$ cat src/rtl/mips_bus_pkg.sv
// -----------------------------------------------------------------------------
// mips_bus_pkg
// Shared types and widths for the MIPS instruction/data bus arbiter.
//   arb_state_t : arbiter FSM state (IDLE, GRANT_I, GRANT_D)
//   bus_req_t   : one latched memory-side transfer (address, command,
//                 write data, byte enables)
// -----------------------------------------------------------------------------
package mips_bus_pkg;

    localparam int ADDR_W = 32;
    localparam int DATA_W = 32;
    localparam int BE_W   = 4;

    typedef enum logic [1:0] {
        IDLE    = 2'd0,
        GRANT_I = 2'd1,
        GRANT_D = 2'd2
    } arb_state_t;

    typedef struct packed {
        logic [ADDR_W-1:0] address;
        logic              read;
        logic              write;
        logic [DATA_W-1:0] writedata;
        logic [BE_W-1:0]   byteenable;
    } bus_req_t;

endpackage

$ cat src/rtl/mips_bus_arbiter.sv
// -----------------------------------------------------------------------------
// mips_bus_arbiter
// Two-port Avalon arbiter: a MIPS instruction port (read only) and a data
// port (read/write) share one Avalon master toward memory.
//
// Ports:
//   clk, reset          clock, asynchronous active-high reset
//   i_*                 instruction slave port (address, read, waitrequest,
//                       readdata)
//   d_*                 data slave port (address, read, write, writedata,
//                       byteenable, waitrequest, readdata)
//   address ... readdata  memory-side Avalon master
//
// Behaviour: requests are sampled in IDLE, the winner's transfer is latched on
// entry to GRANT_I/GRANT_D and the master outputs come only from that latch.
// Completion (waitrequest low while granted) returns the FSM to IDLE, so every
// transfer is followed by one IDLE bubble.
//
// Configuration macro MIPS_BUS_ARB_RR_EN:
//   undefined : data has fixed priority; after HOLD_MAX back-to-back data
//               grants with instruction waiting, instruction wins once.
//   defined   : round-robin on contention; no streak counter, HOLD_MAX unused.
// -----------------------------------------------------------------------------
module mips_bus_arbiter
    import mips_bus_pkg::*;
#(
    parameter int HOLD_MAX = 4
) (
    input  logic              clk,
    input  logic              reset,
    // instruction port
    input  logic [ADDR_W-1:0] i_address,
    input  logic              i_read,
    output logic              i_waitrequest,
    output logic [DATA_W-1:0] i_readdata,
    // data port
    input  logic [ADDR_W-1:0] d_address,
    input  logic              d_read,
    input  logic              d_write,
    input  logic [DATA_W-1:0] d_writedata,
    input  logic [BE_W-1:0]   d_byteenable,
    output logic              d_waitrequest,
    output logic [DATA_W-1:0] d_readdata,
    // memory master
    output logic [ADDR_W-1:0] address,
    output logic              read,
    output logic              write,
    output logic [DATA_W-1:0] writedata,
    output logic [BE_W-1:0]   byteenable,
    input  logic              waitrequest,
    input  logic [DATA_W-1:0] readdata
);

    arb_state_t state_q, state_d;
    bus_req_t   req_q, req_d;
    // 1 when the most recent grant went to the data port
    logic       last_data_q, last_data_d;

    logic       d_req;
    logic       win_data;

`ifdef MIPS_BUS_ARB_RR_EN
`else
    localparam int STREAK_W = $clog2(HOLD_MAX + 1);
    localparam logic [STREAK_W-1:0] STREAK_HOLD = STREAK_W'(HOLD_MAX);

    logic [STREAK_W-1:0] streak_q, streak_d;
    logic                other_pending;
`endif

    assign d_req = d_read | d_write;

    // Next-state, grant decision and transfer latch update
    always_comb begin
        state_d     = state_q;
        req_d       = req_q;
        last_data_d = last_data_q;
        win_data    = 1'b0;
`ifdef MIPS_BUS_ARB_RR_EN
`else
        streak_d      = streak_q;
        other_pending = 1'b0;
`endif
        case (state_q)
            IDLE: begin
                if (d_req || i_read) begin
                    if (d_req && i_read) begin
`ifdef MIPS_BUS_ARB_RR_EN
                        win_data = ~last_data_q;
`else
                        // data keeps priority until it has held the bus
                        // HOLD_MAX times in a row against a waiting fetch
                        win_data = ~((streak_q >= STREAK_HOLD) && last_data_q);
`endif
                    end else begin
                        win_data = d_req;
                    end

                    if (win_data) begin
                        state_d          = GRANT_D;
                        req_d.address    = d_address;
                        req_d.write      = d_write;
                        req_d.read       = d_read & ~d_write;
                        req_d.writedata  = d_writedata;
                        req_d.byteenable = d_byteenable;
                    end else begin
                        state_d          = GRANT_I;
                        req_d.address    = i_address;
                        req_d.write      = 1'b0;
                        req_d.read       = 1'b1;
                        req_d.writedata  = {DATA_W{1'b0}};
                        req_d.byteenable = {BE_W{1'b1}};
                    end
                    last_data_d = win_data;

`ifdef MIPS_BUS_ARB_RR_EN
`else
                    // streak = consecutive grants to the current winner
                    // while the loser was waiting; a switch restarts it
                    other_pending = win_data ? i_read : d_req;
                    if (!other_pending) begin
                        streak_d = {STREAK_W{1'b0}};
                    end else if (win_data == last_data_q) begin
                        if (streak_q < STREAK_HOLD) begin
                            streak_d = streak_q + STREAK_W'(1);
                        end else begin
                            streak_d = streak_q;
                        end
                    end else begin
                        streak_d = STREAK_W'(1);
                    end
`endif
                end else begin
                    state_d = IDLE;
                end
            end
            GRANT_I, GRANT_D: begin
                // completion: drop the command so the bubble cycle is quiet
                if (!waitrequest) begin
                    state_d     = IDLE;
                    req_d.read  = 1'b0;
                    req_d.write = 1'b0;
                end else begin
                    state_d = state_q;
                end
            end
            default: begin
                state_d     = IDLE;
                req_d.read  = 1'b0;
                req_d.write = 1'b0;
            end
        endcase
    end

    // State, transfer latch and arbitration history registers
    always_ff @(posedge clk or posedge reset) begin
        if (reset) begin
            state_q     <= IDLE;
            req_q       <= '0;
            last_data_q <= 1'b0;
        end else begin
            state_q     <= state_d;
            req_q       <= req_d;
            last_data_q <= last_data_d;
        end
    end

`ifdef MIPS_BUS_ARB_RR_EN
`else
    // Starvation-guard streak counter
    always_ff @(posedge clk or posedge reset) begin
        if (reset) begin
            streak_q <= {STREAK_W{1'b0}};
        end else begin
            streak_q <= streak_d;
        end
    end
`endif

    // Master side comes only from the latch, so it is glitch-free and clears
    // asynchronously with reset.
    assign address    = req_q.address;
    assign read       = req_q.read;
    assign write      = req_q.write;
    assign writedata  = req_q.writedata;
    assign byteenable = req_q.byteenable;

    assign i_waitrequest = ~((state_q == GRANT_I) && !waitrequest);
    assign d_waitrequest = ~((state_q == GRANT_D) && !waitrequest);

    assign i_readdata = readdata;
    assign d_readdata = readdata;

endmodule

$ cat config.mk
export PLATFORM = sky130hd
export DESIGN_NAME = mips_bus_arbiter
export DESIGN_NICKNAME = d
export VERILOG_FILES = /design/src/rtl/mips_bus_pkg.sv /design/src/rtl/mips_bus_arbiter.sv
export SDC_FILE = /design/constraint.sdc
export NUM_CORES = 1
export LEC_CHECK = 0
export ABC_CLOCK_PERIOD_IN_PS = 3400
export BUFFER_PORTS_ARGS = -buffer_cell sky130_fd_sc_hd__buf_2
export CAP_MARGIN = 20
export CELL_PAD_IN_SITES_DETAIL_PLACEMENT = 0
export CELL_PAD_IN_SITES_GLOBAL_PLACEMENT = 1
export CORE_MARGIN = 2
export CORE_UTILIZATION = 29
export CTS_CLUSTER_SIZE = 40
export DETAILED_ROUTE_END_ITERATION = 7
export MAX_ROUTING_LAYER = met4
export PLACE_DENSITY = 0.84
export SYNTH_ARGS = -nofsm -noshare
export SYNTH_HDL_FRONTEND = slang
export SYNTH_SLANG_ARGS = --single-unit
$ cat constraint.sdc
create_clock -name clk -period 3.4 [get_ports clk]
set_input_delay 0.68 -clock clk [delete_from_list [all_inputs] [get_ports clk]]
set_output_delay 0.68 -clock clk [all_outputs]
set_load 0.01 [all_outputs]
==> reports/results.tsv <==
metric	value	unit
worstPathArrival	2250	ps
clkPwrFrac	0.243	
layout.cells.non_filler	585	
met3WireLength	793	µm
die_x	116	µm
die_h	116	µm
ir_drop	0.304	mV
tns	0	ps
postCtsSetupBuffers	0	
avgSynthCellArea	12.0	µm²
initialDrtViolationCount	150	
share_comb_of_total_power	0.388	
cts_buffer_depth	2	
synthArstFlopShare	1.00	
slew_headroom	0.524	
diodes	0	
powerDensity	946	nW/µm²
area_growth	24.0	%
setup_viol	0	
grt_use_total	0.128	
synth_flop_cell	dfrtp_1	
ant_nets	0	
firstDrtPassIters	7	
max_freq	501	MHz
cts_root_buf	clkbuf_16	
wirelength	8780	µm
ios	274	
skew	6.78	ps
grt_pass1_wl	13000	µm
crit_fanout	64	
hold_class	in2async	
ys_warn_count	0	
numCtsBuffers	9	
place_inst	569	
syn_area	3630	µm²
synth_seq_cells	76	
cts-htree-levels	3	
cp-start-kind	register	
drive_above_1_share	0.484	
synth.net_count	444	
port_buffers	177	
layout_commonest_cell	buf_2	
switching_share	0.342	
required	3660	ps
drv_cap	0	
num_rows	40	
hold_viol_final	0	
fin_total_pwr	4260	µW
grt_antenna_before_repair	0	
nets	554	
clk_pin_slew	60	ps
synth_cell_type_count	29	
hpwlAfterDp	6480	µm
power_leakage	0.00229	µW
grt-ovfl-total	0	
status	finished clean	
synthCells	302	
seqPwrFrac	0.369	
cts_tree	yes	
preCtsSetupSlack	1280	ps
wl_per_cell	15.0	µm
maxSlewViolCount	0	
period_needed	2000	ps
post-route-period-util	0.587	
rsz0062_at_grt	false	
grt_pass1_vias	2649	
grt_max_degree	65	
tightest_slew	714	ps
synth_edf_count	0	
cts_resized	0	
wirelength_met1	3590	µm
avgViaCountPerCell	4.70	
cts.sinks	76	
p_switching	1460	µW
start_util	0.300	
clk_latency	330	ps
layout_setup_ws	1400	ps
worstSetupPathType	reg2reg	
top_layer_used	met4	
via_count	2748	
final_cell_mix	buf_2, dfrtp_1, and2_1	
route.met2.wl	4260	µm
coreArea	12100	µm²
critPathCaptureType	register	
die_area	13400	µm²
synth-seq-area-share	0.524	
drc	0	
r2r_cells	4	
postCtsHoldBufs	0	
internal_power	2800	µW
gp_congestion	0.744	
## logic make-up (layout without fill, tap and decap cells)
logic type	Yosys count	count (layout)	share of synthesized area
compound gates	77	77	0.196
fa+ha+maj	4	4	0.0138
buf+inv	86	201	0.169
flops	76	76	0.524
mux	2	2	0.00586
simple gates	57	57	0.0916
## power groups by stage
| stage | Clock (µW) | Combinational [µW] | Sequential, µW |
|---|---|---|---|
| 6_report | 1040 | 1650 | 1570 |
| 5_1_grt | 1110 | 1840 | 1630 |
| 4_1_cts | 1070 | 1680 | 1570 |
| 3_5_place_dp | 0 | 1690 | 1570 |
| 3_3_place_gp | 0 | 1640 | 1580 |
| 2_1_floorplan | 0 | 955 | 1750 |
## flip-flops by register name (all words and copies together), names as in the netlist
register	cells
address	32
state_q	2
write	1
streak_q	3
read	1
last_data_q	1
byteenable	4
writedata	32
## per-stage QoR
| step | area [µm²] | util | hold WS, ps |
|---|---|---|---|
| 2_1_floorplan | 3630 | - | 470 |
| 3_3_place_gp | 4180 | 0.345 | 473 |
| 3_5_place_dp | 4180 | 0.345 | 474 |
| 4_1_cts | 4500 | 0.372 | 218 |
| 5_1_grt | 4500 | 0.372 | 229 |
| 6_report | 4500 | 0.372 | 232 |
## critical path: stages, from the launching register on
cell	delay [ps]
dfrtp_1	390
inv_1	120
ha_1	390
and3_4	700
a221o_1	270
## final cells by class
cell class | instances | area (µm²)
Clock inverter | 5 | 83.8
Timing Repair Buffer | 182 | 923
Fill cell | 1195 | 7610
Clock buffer | 11 | 243
Sequential cell | 76 | 1900
Inverter | 3 | 12.5
Multi-Input combinational cell | 140 | 1130
Tap cell | 168 | 210
## metal layers
layer | track usage | vias to the layer above
li1 | - | 1253
met1 | 0.142 | 1319
met2 | 0.215 | 157
met3 | 0.0397 | 19
met4 | 0.0468 | 0
met5 | - | -
## cell usage after synthesis (2+ instances only)
| master | count | area share |
|---|---|---|
| o31ai_1 | 2 | 0.0041 |
| and3_1 | 2 | 0.0034 |
| buf_2 | 11 | 0.015 |
| nand3_1 | 2 | 0.0028 |
| ha_1 | 4 | 0.014 |
| nand2_1 | 11 | 0.011 |
| a221o_1 | 32 | 0.088 |
| clkbuf_1 | 3 | 0.0031 |
| o22a_1 | 3 | 0.0072 |
| buf_6 | 5 | 0.016 |
| buf_4 | 64 | 0.13 |
| dfrtp_1 | 76 | 0.52 |
| a32o_1 | 3 | 0.0083 |
| inv_1 | 3 | 0.0031 |
| nand2b_1 | 2 | 0.0034 |
| and2_1 | 34 | 0.059 |
| a22o_1 | 32 | 0.077 |
| nand3b_1 | 2 | 0.0041 |
## worst paths after layout
kind | end | slack, ps | from
max reg2reg | address[22]$_DFFE_PP0P_ | 1400 | state_q[1]$_DFFE_PP0P_
min | byteenable[1]$_DFFE_PP0P_ | 230 | reset
min reg2reg | byteenable[0]$_DFFE_PP0P_ | 490 | byteenable[0]$_DFFE_PP0P_
min in group clk | byteenable[0]$_DFFE_PP0P_ | 490 | byteenable[0]$_DFFE_PP0P_
max | address[22]$_DFFE_PP0P_ | 1400 | state_q[1]$_DFFE_PP0P_
max in group asynchronous | address[13]$_DFFE_PP0P_ | 2500 | reset
Power figures use the tool's default switching activity.
